### src/rtl/muldiv_if.sv
// Signal bundle between the EXE/ID pipeline control and the multiply/divide sequencer.
// The pipeline side is the master; muldiv_ctrl is the slave.
interface muldiv_if;
  logic        EXE_Valid;
  logic [2:0]  EXE_MDOp;
  logic        EXE_Flush;
  logic        Pipe_Stall;
  logic        ID_ReadHILO;
  logic        Div_Done;
  logic        Mul_Start;
  logic        Div_Start;
  logic        MD_Signed;
  logic        Div_Cancel;
  logic        HILO_Wen;
  logic [1:0]  HILO_WSel;
  logic        EXE_MD_Stall;
  logic        ID_HILO_Stall;
  logic        MD_Busy;
  logic [31:0] MD_StallCnt;

  modport master (
    output EXE_Valid, EXE_MDOp, EXE_Flush, Pipe_Stall, ID_ReadHILO, Div_Done,
    input  Mul_Start, Div_Start, MD_Signed, Div_Cancel, HILO_Wen, HILO_WSel,
           EXE_MD_Stall, ID_HILO_Stall, MD_Busy, MD_StallCnt
  );

  modport slave (
    input  EXE_Valid, EXE_MDOp, EXE_Flush, Pipe_Stall, ID_ReadHILO, Div_Done,
    output Mul_Start, Div_Start, MD_Signed, Div_Cancel, HILO_Wen, HILO_WSel,
           EXE_MD_Stall, ID_HILO_Stall, MD_Busy, MD_StallCnt
  );
endinterface

### src/rtl/muldiv_ctrl.sv
// Sequencer for the shared multiplier/divider and the HI/LO register pair beside EXE.
// Starts operations, holds EXE while they run, commits HI/LO once and cancels on flush.
module muldiv_ctrl #(
  parameter int unsigned MUL_CYCLES = 2
) (
  input  logic     clk,
  input  logic     rst,
  muldiv_if.slave  md
);

  typedef enum logic [2:0] {
    ST_IDLE = 3'd0,
    ST_MUL  = 3'd1,
    ST_DIV  = 3'd2,
    ST_DONE = 3'd3,
    ST_HOLD = 3'd4
  } state_t;

  localparam logic [3:0] MUL_LOAD = 4'(MUL_CYCLES - 32'd1);

  state_t      state_r, state_s;
  logic [3:0]  cnt_r, cnt_s;
  logic [31:0] stall_cnt_r;

  logic        go_s, is_mul_s, is_div_s, is_mt_s, signed_op_s;
  logic        mul_start_s, div_start_s, div_cancel_s, wen_s;
  logic        exe_stall_s, id_stall_s, busy_s;
  logic [1:0]  wsel_s;

  // Opcode decode; code 0 and 7 decode as no operation.
  always_comb begin
    go_s        = md.EXE_Valid & ~md.EXE_Flush;
    is_mul_s    = 1'b0;
    is_div_s    = 1'b0;
    is_mt_s     = 1'b0;
    signed_op_s = 1'b0;
    case (md.EXE_MDOp)
      3'd1:    begin is_mul_s = 1'b1; signed_op_s = 1'b1; end
      3'd2:    is_mul_s = 1'b1;
      3'd3:    begin is_div_s = 1'b1; signed_op_s = 1'b1; end
      3'd4:    is_div_s = 1'b1;
      3'd5,
      3'd6:    is_mt_s = 1'b1;
      default: is_mul_s = 1'b0;
    endcase
  end

  // Next-state and output decode; everything stays quiet while rst is high.
  always_comb begin
    state_s      = state_r;
    cnt_s        = cnt_r;
    mul_start_s  = 1'b0;
    div_start_s  = 1'b0;
    div_cancel_s = 1'b0;
    wen_s        = 1'b0;
    wsel_s       = 2'b00;
    exe_stall_s  = 1'b0;
    id_stall_s   = 1'b0;
    busy_s       = 1'b0;
    if (!rst) begin
      case (state_r)
        ST_IDLE: begin
          id_stall_s = md.ID_ReadHILO & go_s & (is_mul_s | is_div_s | is_mt_s);
          if (go_s & is_mul_s) begin
            mul_start_s = 1'b1;
            exe_stall_s = 1'b1;
            cnt_s       = MUL_LOAD;
            state_s     = ST_MUL;
          end else if (go_s & is_div_s) begin
            div_start_s = 1'b1;
            exe_stall_s = 1'b1;
            state_s     = ST_DIV;
          end else if (go_s & is_mt_s) begin
            // MTHI/MTLO write on every valid cycle; a repeat under Pipe_Stall rewrites the same value.
            wen_s  = 1'b1;
            wsel_s = (md.EXE_MDOp == 3'd5) ? 2'b10 : 2'b01;
          end else begin
            state_s = ST_IDLE;
          end
        end
        ST_MUL: begin
          busy_s      = 1'b1;
          exe_stall_s = 1'b1;
          id_stall_s  = md.ID_ReadHILO;
          if (md.EXE_Flush) begin
            state_s = ST_IDLE;
          end else if (cnt_r == 4'd0) begin
            state_s = ST_DONE;
          end else begin
            cnt_s = cnt_r - 4'd1;
          end
        end
        ST_DIV: begin
          busy_s      = 1'b1;
          exe_stall_s = 1'b1;
          id_stall_s  = md.ID_ReadHILO;
          if (md.EXE_Flush) begin
            div_cancel_s = 1'b1;
            state_s      = ST_IDLE;
          end else if (md.Div_Done) begin
            state_s = ST_DONE;
          end else begin
            state_s = ST_DIV;
          end
        end
        ST_DONE: begin
          busy_s     = 1'b1;
          id_stall_s = md.ID_ReadHILO;
          if (md.EXE_Flush) begin
            state_s = ST_IDLE;
          end else begin
            wen_s   = 1'b1;
            wsel_s  = 2'b11;
            state_s = md.Pipe_Stall ? ST_HOLD : ST_IDLE;
          end
        end
        ST_HOLD: begin
          // Result already committed; wait for EXE to move on so the same op is not restarted.
          if (!md.Pipe_Stall || md.EXE_Flush) begin
            state_s = ST_IDLE;
          end else begin
            state_s = ST_HOLD;
          end
        end
        default: state_s = ST_IDLE;
      endcase
    end else begin
      state_s = ST_IDLE;
    end
  end

  // State and multiply latency counter.
  always_ff @(posedge clk) begin
    if (rst) begin
      state_r <= ST_IDLE;
      cnt_r   <= 4'd0;
    end else begin
      state_r <= state_s;
      cnt_r   <= cnt_s;
    end
  end

  // Saturating count of EXE stall cycles caused by multiply/divide.
  always_ff @(posedge clk) begin
    if (rst) begin
      stall_cnt_r <= 32'd0;
    end else if (exe_stall_s && (stall_cnt_r != 32'hFFFF_FFFF)) begin
      stall_cnt_r <= stall_cnt_r + 32'd1;
    end else begin
      stall_cnt_r <= stall_cnt_r;
    end
  end

  assign md.Mul_Start     = mul_start_s;
  assign md.Div_Start     = div_start_s;
  assign md.MD_Signed     = (mul_start_s | div_start_s) & signed_op_s;
  assign md.Div_Cancel    = div_cancel_s;
  assign md.HILO_Wen      = wen_s;
  assign md.HILO_WSel     = wsel_s;
  assign md.EXE_MD_Stall  = exe_stall_s;
  assign md.ID_HILO_Stall = id_stall_s;
  assign md.MD_Busy       = busy_s;
  assign md.MD_StallCnt   = rst ? 32'd0 : stall_cnt_r;

endmodule
### src/flat_wrapper.sv
// flat-port wrapper written by rule: the top's interface ports become plain ports
module muldiv_ctrl_flat 
#(
  parameter int unsigned MUL_CYCLES = 2
)
  (clk, rst, md_EXE_Valid, md_EXE_MDOp, md_EXE_Flush, md_Pipe_Stall, md_ID_ReadHILO, md_Div_Done, md_Mul_Start, md_Div_Start, md_MD_Signed, md_Div_Cancel, md_HILO_Wen, md_HILO_WSel, md_EXE_MD_Stall, md_ID_HILO_Stall, md_MD_Busy, md_MD_StallCnt);
  muldiv_if md_i ();
  input  logic clk;
  input  logic rst;
  input wire logic [$bits(md_i.EXE_Valid)-1:0] md_EXE_Valid;
  input wire logic [$bits(md_i.EXE_MDOp)-1:0] md_EXE_MDOp;
  input wire logic [$bits(md_i.EXE_Flush)-1:0] md_EXE_Flush;
  input wire logic [$bits(md_i.Pipe_Stall)-1:0] md_Pipe_Stall;
  input wire logic [$bits(md_i.ID_ReadHILO)-1:0] md_ID_ReadHILO;
  input wire logic [$bits(md_i.Div_Done)-1:0] md_Div_Done;
  output wire logic [$bits(md_i.Mul_Start)-1:0] md_Mul_Start;
  output wire logic [$bits(md_i.Div_Start)-1:0] md_Div_Start;
  output wire logic [$bits(md_i.MD_Signed)-1:0] md_MD_Signed;
  output wire logic [$bits(md_i.Div_Cancel)-1:0] md_Div_Cancel;
  output wire logic [$bits(md_i.HILO_Wen)-1:0] md_HILO_Wen;
  output wire logic [$bits(md_i.HILO_WSel)-1:0] md_HILO_WSel;
  output wire logic [$bits(md_i.EXE_MD_Stall)-1:0] md_EXE_MD_Stall;
  output wire logic [$bits(md_i.ID_HILO_Stall)-1:0] md_ID_HILO_Stall;
  output wire logic [$bits(md_i.MD_Busy)-1:0] md_MD_Busy;
  output wire logic [$bits(md_i.MD_StallCnt)-1:0] md_MD_StallCnt;
  assign md_i.EXE_Valid = md_EXE_Valid;
  assign md_i.EXE_MDOp = md_EXE_MDOp;
  assign md_i.EXE_Flush = md_EXE_Flush;
  assign md_i.Pipe_Stall = md_Pipe_Stall;
  assign md_i.ID_ReadHILO = md_ID_ReadHILO;
  assign md_i.Div_Done = md_Div_Done;
  assign md_Mul_Start = md_i.Mul_Start;
  assign md_Div_Start = md_i.Div_Start;
  assign md_MD_Signed = md_i.MD_Signed;
  assign md_Div_Cancel = md_i.Div_Cancel;
  assign md_HILO_Wen = md_i.HILO_Wen;
  assign md_HILO_WSel = md_i.HILO_WSel;
  assign md_EXE_MD_Stall = md_i.EXE_MD_Stall;
  assign md_ID_HILO_Stall = md_i.ID_HILO_Stall;
  assign md_MD_Busy = md_i.MD_Busy;
  assign md_MD_StallCnt = md_i.MD_StallCnt;
  muldiv_ctrl #(.MUL_CYCLES(MUL_CYCLES)) u_core (.clk(clk), .rst(rst), .md(md_i));
endmodule
### config.mk
export PLATFORM = sky130hd
export DESIGN_NAME = muldiv_ctrl_flat
export DESIGN_NICKNAME = d
export VERILOG_FILES = /design/src/rtl/muldiv_if.sv /design/src/rtl/muldiv_ctrl.sv /design/src/flat_wrapper.sv
export SDC_FILE = /design/constraint.sdc
export NUM_CORES = 1
export LEC_CHECK = 0
export CAP_MARGIN = 30
export CORE_MARGIN = 3
export CORE_UTILIZATION = 27
export DETAILED_ROUTE_END_ITERATION = 10
export MAX_ROUTING_LAYER = met4
export SLEW_MARGIN = 10
export SYNTH_ARGS = -nofsm -noshare
export SYNTH_HDL_FRONTEND = slang
export SYNTH_SLANG_ARGS = --single-unit
export TNS_END_PERCENT = 50
### constraint.sdc
create_clock -name clk -period 3.1 [get_ports clk]
set_input_delay 0.62 -clock clk [delete_from_list [all_inputs] [get_ports clk]]
set_output_delay 0.62 -clock clk [all_outputs]
set_load 0.01 [all_outputs]
==> run metrics, run 1 <==
status=completed; most frequent standard cell in the layout excluding fill and tap cells=sky130_fd_sc_hd__clkdlybuf4s50_1; clock insertion delay at the later pin of the skew report=300 ps; master of the slowest instance on the critical path=sky130_fd_sc_hd__clkdlybuf4s50_1; Hold Path Class=reg -> reg; number of enable-type register cells in the synthesized netlist=0; type of origin of the critical path=input port; Worst Path Class, Setup=in -> out; floorplan row count=34; Post-Synthesis Cells=307; highest ir drop seen on vdd=0.153 mV; Req. time, crit path=2480 ps; Ys Warns=0; Unique masters post-synth=53; commonest cells after routing, fill and taps aside=42 x sky130_fd_sc_hd__clkdlybuf4s50_1, 39 x sky130_fd_sc_hd__dfxtp_1, 38 x sky130_fd_sc_hd__nor2_1; post-synthesis net count=320; pin count of the biggest net entering global routing=35; crit path time final=3010 ps; Sink Count=39; crit-path leading delay family=simple AND/OR/NAND/NOR gates; first-pass GRT wire length=10.8 mm; Initial Util=27.9%; total buffers and inverters traversed by the critical path=2; routability congestion estimate from global placement=0.790; critical path, cell by cell=clkdlybuf4s50_1 > or3b_4 > or2_1 > or3_1 > a21oi_2 > buf_2; Mapped Area=2440 sq um; number of placed cells counting well taps=470; Post-Place Worst Slack=-295 ps; core area=8760 sq um; post-layout utilization of the core=37.4%; antenna diode count=0; post-route clock period utilization=97.0%; CP Max Fanout=4; predominant post-synthesis flop cell=sky130_fd_sc_hd__dfxtp_1; Wirelength per Cell=13.5 microns; max-slew violation total from the final report=0; non-filler instance count after layout=479; number of violations of the max-capacitance limit=0; I/O pin count=52; Clock Tree Root=sky130_fd_sc_hd__clkbuf_8; Register-to-Register Setup Slack=790 ps; Clock Skews=9.61 ps; Area growth, synth to finish=34.3%; Post-CTS Hold Fix Bufs=0; number of antenna-violating nets in the routed design=0; floorplan die width=101 microns; number of global-route vias before repair=2308; actual transition at the worst max-transition pin=693 ps; Vias/cell=5.05; count of H-tree levels built during CTS=2; number of design-rule violations left by the first detailed-router iteration=95; number of antenna violations at the first check in global routing=0; cell area after placement=3190 sq um; normalized max-slew margin=53.7%; total power of the final layout=0.000963 W; GRT Overall Usage=13.2%; share of async-settable or async-resettable flops after synthesis=0%; Overflow after GRT=0; fillcell total=936; TritonCTS clock tree=done; number of buffers on the longest clock path=2; number of remaining DRC errors=0; overall routed net length=6.47 mm; kind of end point of the critical path=output pin; sequential share of the synthesized area=32.0%; fraction of layout cells with a size suffix above 1=12.7%; Finished Cell Area=3280 sq um; Setup Viol. Count Final=0; length of the first detailed-routing pass in iterations=4; placed wire-length estimate after detailed placement=4.74 mm; Max Fclk=0.332 GHz; Final nets=383; power density over cell area=294 nW/um^2; average size of a mapped cell=7.96 sq um; Clock Pin Slew Worst Setup and Hold Paths=70 ps; RSZ-0062 raised after global routing=false; Die Outline Area=10200 sq um; number of port buffers=51; worst endpoint data arrival time=2390 ps; largest incremental delay on the critical path=470 ps; FF+latch count, synth=39; final setup margin=92.2 ps; total clock buffers created by CTS=5; Die Y-Extent=101 microns; Final Hold Viols=0; Leakage Power=1.19 nW; detailed-route via count=2419
## where the power goes
part / internal (W) / leakage (nW) / switching [W]
logic: 0.0000507 / 0.836 / 0.0000572
registers: 0.000505 / 0.314 / 0.00000494
clock network: 0.000158 / 0.0422 / 0.000187
total: 0.000714 / 1.19 / 0.000249
## metal layers
layer / up-vias / part of all wire, % / track usage (%)
met5: - / 0 / -
met4: 0 / 0.65 / 2.76
met3: 4 / 3.6 / 3.04
met2: 41 / 47 / 20.9
met1: 1141 / 48 / 17.1
li1: 1233 / - / -
## through the flow
stage	hold WS, ps	TNS [ps]
global placement	471	-1250
CTS	498	-60.3
floorplan	449	0
finish	499	0
detailed placement	489	-1340
global route	513	0
## area by class of cell
type / instances / area [sq um] / share of cell area [%]
Clock buffer: 7 / 76.3 / 2.33
Clock inverter: 1 / 5.00 / 0.153
Inverter: 11 / 41.3 / 1.26
Multi-Input combinational cell: 239 / 1560 / 47.4
Sequential cell: 39 / 781 / 23.8
Tap cell: 108 / 135 / 4.12
Timing Repair Buffer: 74 / 686 / 20.9
## flip-flops by register name, indices dropped and copies added (netlist names)
register	flops
u_core.stall_cnt_r	32
u_core.cnt_r	4
u_core.state_r	3
## worst paths after layout
path | from | cells after the start | to
worst max-delay path | md_EXE_Valid | 6 | md_HILO_WSel[1]
worst min-delay path | u_core.stall_cnt_r[31]$_SDFFE_PP0P_ | 2 | u_core.stall_cnt_r[31]$_SDFFE_PP0P_
worst max register to register | u_core.stall_cnt_r[6]$_SDFFE_PP0P_ | 6 | u_core.stall_cnt_r[1]$_SDFFE_PP0P_
worst min register to register | u_core.stall_cnt_r[31]$_SDFFE_PP0P_ | 2 | u_core.stall_cnt_r[31]$_SDFFE_PP0P_
## timing repair
| item | 4_1_cts | 5_1_grt |
|---|---|---|
| pin swaps | 0 | 1 |
| endpoints found under the setup margin | 8 | 4 |
| buffers inserted | 0 | 1 |
| resized for setup | 14 | 5 |
| endpoints found under the hold margin | 0 | 0 |
## cells in the mapped netlist, types with 2 or more instances
| cell | instances | area [sq um] |
|---|---|---|
| sky130_fd_sc_hd__nor3b_1 | 3 | 22.5 |
| sky130_fd_sc_hd__ha_1 | 3 | 37.5 |
| sky130_fd_sc_hd__a211oi_1 | 2 | 15.0 |
| sky130_fd_sc_hd__or3_1 | 8 | 50.1 |
| sky130_fd_sc_hd__or4_1 | 5 | 37.5 |
| sky130_fd_sc_hd__mux2_1 | 19 | 214 |
| sky130_fd_sc_hd__o2111ai_1 | 2 | 17.5 |
| sky130_fd_sc_hd__xnor2_1 | 2 | 17.5 |
| sky130_fd_sc_hd__nor3_2 | 2 | 20.0 |
| sky130_fd_sc_hd__or2_1 | 2 | 12.5 |
| sky130_fd_sc_hd__nand2_1 | 18 | 67.6 |
| sky130_fd_sc_hd__a21oi_1 | 13 | 65.1 |
| sky130_fd_sc_hd__nor2b_1 | 29 | 181 |
| sky130_fd_sc_hd__buf_4 | 4 | 30.0 |
| sky130_fd_sc_hd__nor2_1 | 38 | 143 |
| sky130_fd_sc_hd__and3_1 | 4 | 25.0 |
| sky130_fd_sc_hd__dfxtp_1 | 39 | 781 |
| sky130_fd_sc_hd__o211ai_1 | 2 | 15.0 |
| sky130_fd_sc_hd__nand3_1 | 6 | 30.0 |
| sky130_fd_sc_hd__xor2_1 | 2 | 17.5 |
| sky130_fd_sc_hd__o21ai_1 | 8 | 40.0 |
| sky130_fd_sc_hd__clkbuf_1 | 10 | 37.5 |
| sky130_fd_sc_hd__nor4_1 | 5 | 31.3 |
| sky130_fd_sc_hd__o21ai_0 | 3 | 15.0 |
| sky130_fd_sc_hd__nand4_1 | 8 | 50.1 |
| sky130_fd_sc_hd__nor3_1 | 26 | 130 |
| sky130_fd_sc_hd__buf_1 | 3 | 11.3 |
| sky130_fd_sc_hd__inv_1 | 11 | 41.3 |
| sky130_fd_sc_hd__o31ai_1 | 6 | 45.0 |
## worst reg2reg max path: stages (launching register included)
cell	delay, ps
sky130_fd_sc_hd__dfxtp_1	440
sky130_fd_sc_hd__nand4_2	210
sky130_fd_sc_hd__or4_1	650
sky130_fd_sc_hd__nor4_4	170
sky130_fd_sc_hd__buf_4	240
sky130_fd_sc_hd__or2_1	180
sky130_fd_sc_hd__mux2_1	330
## kinds of logic (layout without fill, tap and decap cells)
family / count (synthesis) / count (layout) / synth area share [%]
flip-flops: 39 / 39 / 32.0
adder cells (fa/ha/maj): 3 / 3 / 1.54
multiplexers: 19 / 19 / 8.76
buffers and inverters: 29 / 93 / 5.12
XOR/XNOR: 4 / 4 / 1.43
AND/OR/NAND/NOR: 166 / 166 / 37.9
AO/OA/AOI/OAI: 47 / 47 / 13.3
Note: power is estimated with default switching activity, not from simulation.
==> run 2, diff against run 1 <==
Settings changed: PLACE_DENSITY from default to 0.53.
==> run metrics, run 2 (synthesized netlist as in run 1, its figures left out) <==
number of global-route vias before repair=2274; length of the first detailed-routing pass in iterations=4; Worst Hold Path Cells=1; routability congestion estimate from global placement=0.796; Final Hold Viols=0; fraction of layout cells with a size suffix above 1=12.2%; most frequent standard cell in the layout excluding fill and tap cells=sky130_fd_sc_hd__clkdlybuf4s50_1; overall routed net length=6.20 mm; Wirelength per Cell=13.0 microns; placed wire-length estimate after detailed placement=4.65 mm; Clock Tree Root=sky130_fd_sc_hd__clkbuf_8; fraction of power spent switching nets=24.0%; detailed-route via count=2364; max FFs per register=32; Overflow after GRT=0; status=completed; clock share of power=38.4%; Final nets=380; core area=8760 sq um; Post-CTS Hold Fix Bufs=0; Area growth, synth to finish=34.1%; number of placed cells counting well taps=468; logic gate share of total power=10.4%; number of remaining DRC errors=0; commonest cells after routing, fill and taps aside=42 x sky130_fd_sc_hd__clkdlybuf4s50_1, 39 x sky130_fd_sc_hd__dfxtp_1, 38 x sky130_fd_sc_hd__nor2_1; crit path time final=3010 ps; cell-internal power=0.000757 W; normalized max-slew margin=51.0%; endpoint of the worst register-to-register path=u_core.stall_cnt_r[5]$_SDFFE_PP0P_; antenna diode count=0; worst hold slack=495 ps; largest registers in the final layout=u_core.stall_cnt_r x32, u_core.cnt_r x4, u_core.state_r x3; number of port buffers=51; max-slew violation total from the final report=0; GRT Overall Usage=13.0%; Max Fclk=0.332 GHz; non-filler instance count after layout=476; Sink Count=39; number of design-rule violations left by the first detailed-router iteration=111; fillcell total=914; highest ir drop seen on vdd=0.163 mV; top register by number of flip-flops=u_core.stall_cnt_r; count of H-tree levels built during CTS=2; portion of total power attributed to sequential cells=51.3%; Hold Path Class=reg -> reg; actual transition at the worst max-transition pin=734 ps; Worst Min Path Start=u_core.stall_cnt_r[3]$_SDFFE_PP0P_; floorplan die width=101 microns; Die Y-Extent=101 microns; number of antenna-violating nets in the routed design=0; net load switching power=0.000239 W; final setup margin=88.0 ps; Setup Viol. Count Final=0; floorplan row count=34; power density over cell area=304 nW/um^2; number of violations of the max-capacitance limit=0; Vias/cell=4.97; reg2reg start=u_core.stall_cnt_r[6]$_SDFFE_PP0P_; type of origin of the critical path=input port; post-route clock period utilization=97.2%; Worst Path Class, Setup=in -> out; clock insertion delay at the later pin of the skew report=290 ps; first-pass GRT wire length=10.7 mm; I/O pin count=52; Total Neg Setup Slack=0 ps; CP Max Fanout=4; Initial Util=27.9%; number of antenna violations at the first check in global routing=0; kind of end point of the critical path=output pin; Clock Skews=5.33 ps; total clock buffers created by CTS=5; Clock Pin Slew Worst Setup and Hold Paths=80 ps; TritonCTS clock tree=done; worst reg2reg path depth=6; number of buffers on the longest clock path=2; RSZ-0062 raised after global routing=false; pin count of the biggest net entering global routing=65; Die Outline Area=10200 sq um; worst endpoint data arrival time=2390 ps; Post-Place Worst Slack=-313 ps; Register-to-Register Setup Slack=620 ps; Leakage Power=1.20 nW; worst-case hold path end point=u_core.stall_cnt_r[3]$_SDFFE_PP0P_; Req. time, crit path=2480 ps
run 2: area by class of cell:
type                    instances  area, sq um  area share [%]
clock buffers                   8          100            3.06
multi-input cells             239         1560            47.6
flip-flops and latches         39          781            23.8
inverters                      11         41.3            1.26
well taps                     108          135            4.13
repair buffers                 71          658            20.1
run 2: power groups by stage:
stage	Combinational, W	Clock, W	Sequential [W]
5_1_grt	0.000115	0.000428	0.000511
2_1_floorplan	0.0000581	0	0.000519
3_3_place_gp	0.000102	0	0.000522
4_1_cts	0.000104	0.000399	0.000510
6_report	0.000103	0.000382	0.000511
3_5_place_dp	0.000103	0	0.000522
run 2: how the worst max path moves through the flow:
stage | cells past startpoint | slack [ps] | from | end
after global placement | 6 | -300 | md_EXE_Valid | md_HILO_WSel[1]
after floorplan | 5 | 640 | md_EXE_Flush | md_HILO_WSel[0]
after detailed placement | 6 | -310 | md_EXE_Valid | md_HILO_WSel[1]
after CTS | 6 | -130 | md_EXE_Valid | md_Mul_Start
final | 6 | 90 | md_EXE_Valid | md_HILO_WSel[1]
after global routing | 6 | 20 | md_EXE_Valid | md_ID_HILO_Stall
run 2: per-stage QoR:
step / total power, W / util, % / instance area (sq um)
2_1_floorplan: 0.000577 / - / 2440
3_3_place_gp: 0.000624 / 36.1 / 3160
3_5_place_dp: 0.000625 / 36.1 / 3160
4_1_cts: 0.00101 / 37.4 / 3280
5_1_grt: 0.00105 / 37.4 / 3270
6_report: 0.000996 / 37.4 / 3270
run 2: critical path, cell delays in order:
cell and delay, ps:
sky130_fd_sc_hd__clkdlybuf4s50_1 490, sky130_fd_sc_hd__or3b_4 410, sky130_fd_sc_hd__or2_4 260, sky130_fd_sc_hd__or3_1 340
sky130_fd_sc_hd__a21oi_1 140, sky130_fd_sc_hd__buf_2 140
run 2: timing repair:
action	in CTS	in global routing
pin swaps	0	1
setup buffers	0	0
resized for setup	12	6
setup endpoints to repair	8	4
run 2: routing by layer:
layer	up-vias	wire length [microns]	global-route usage (%)
met4	0	46	2.76
met1	1095	3030	17.1
met2	39	2800	20.2
met5	-	0	-
li1	1226	-	-
met3	4	331	3.39
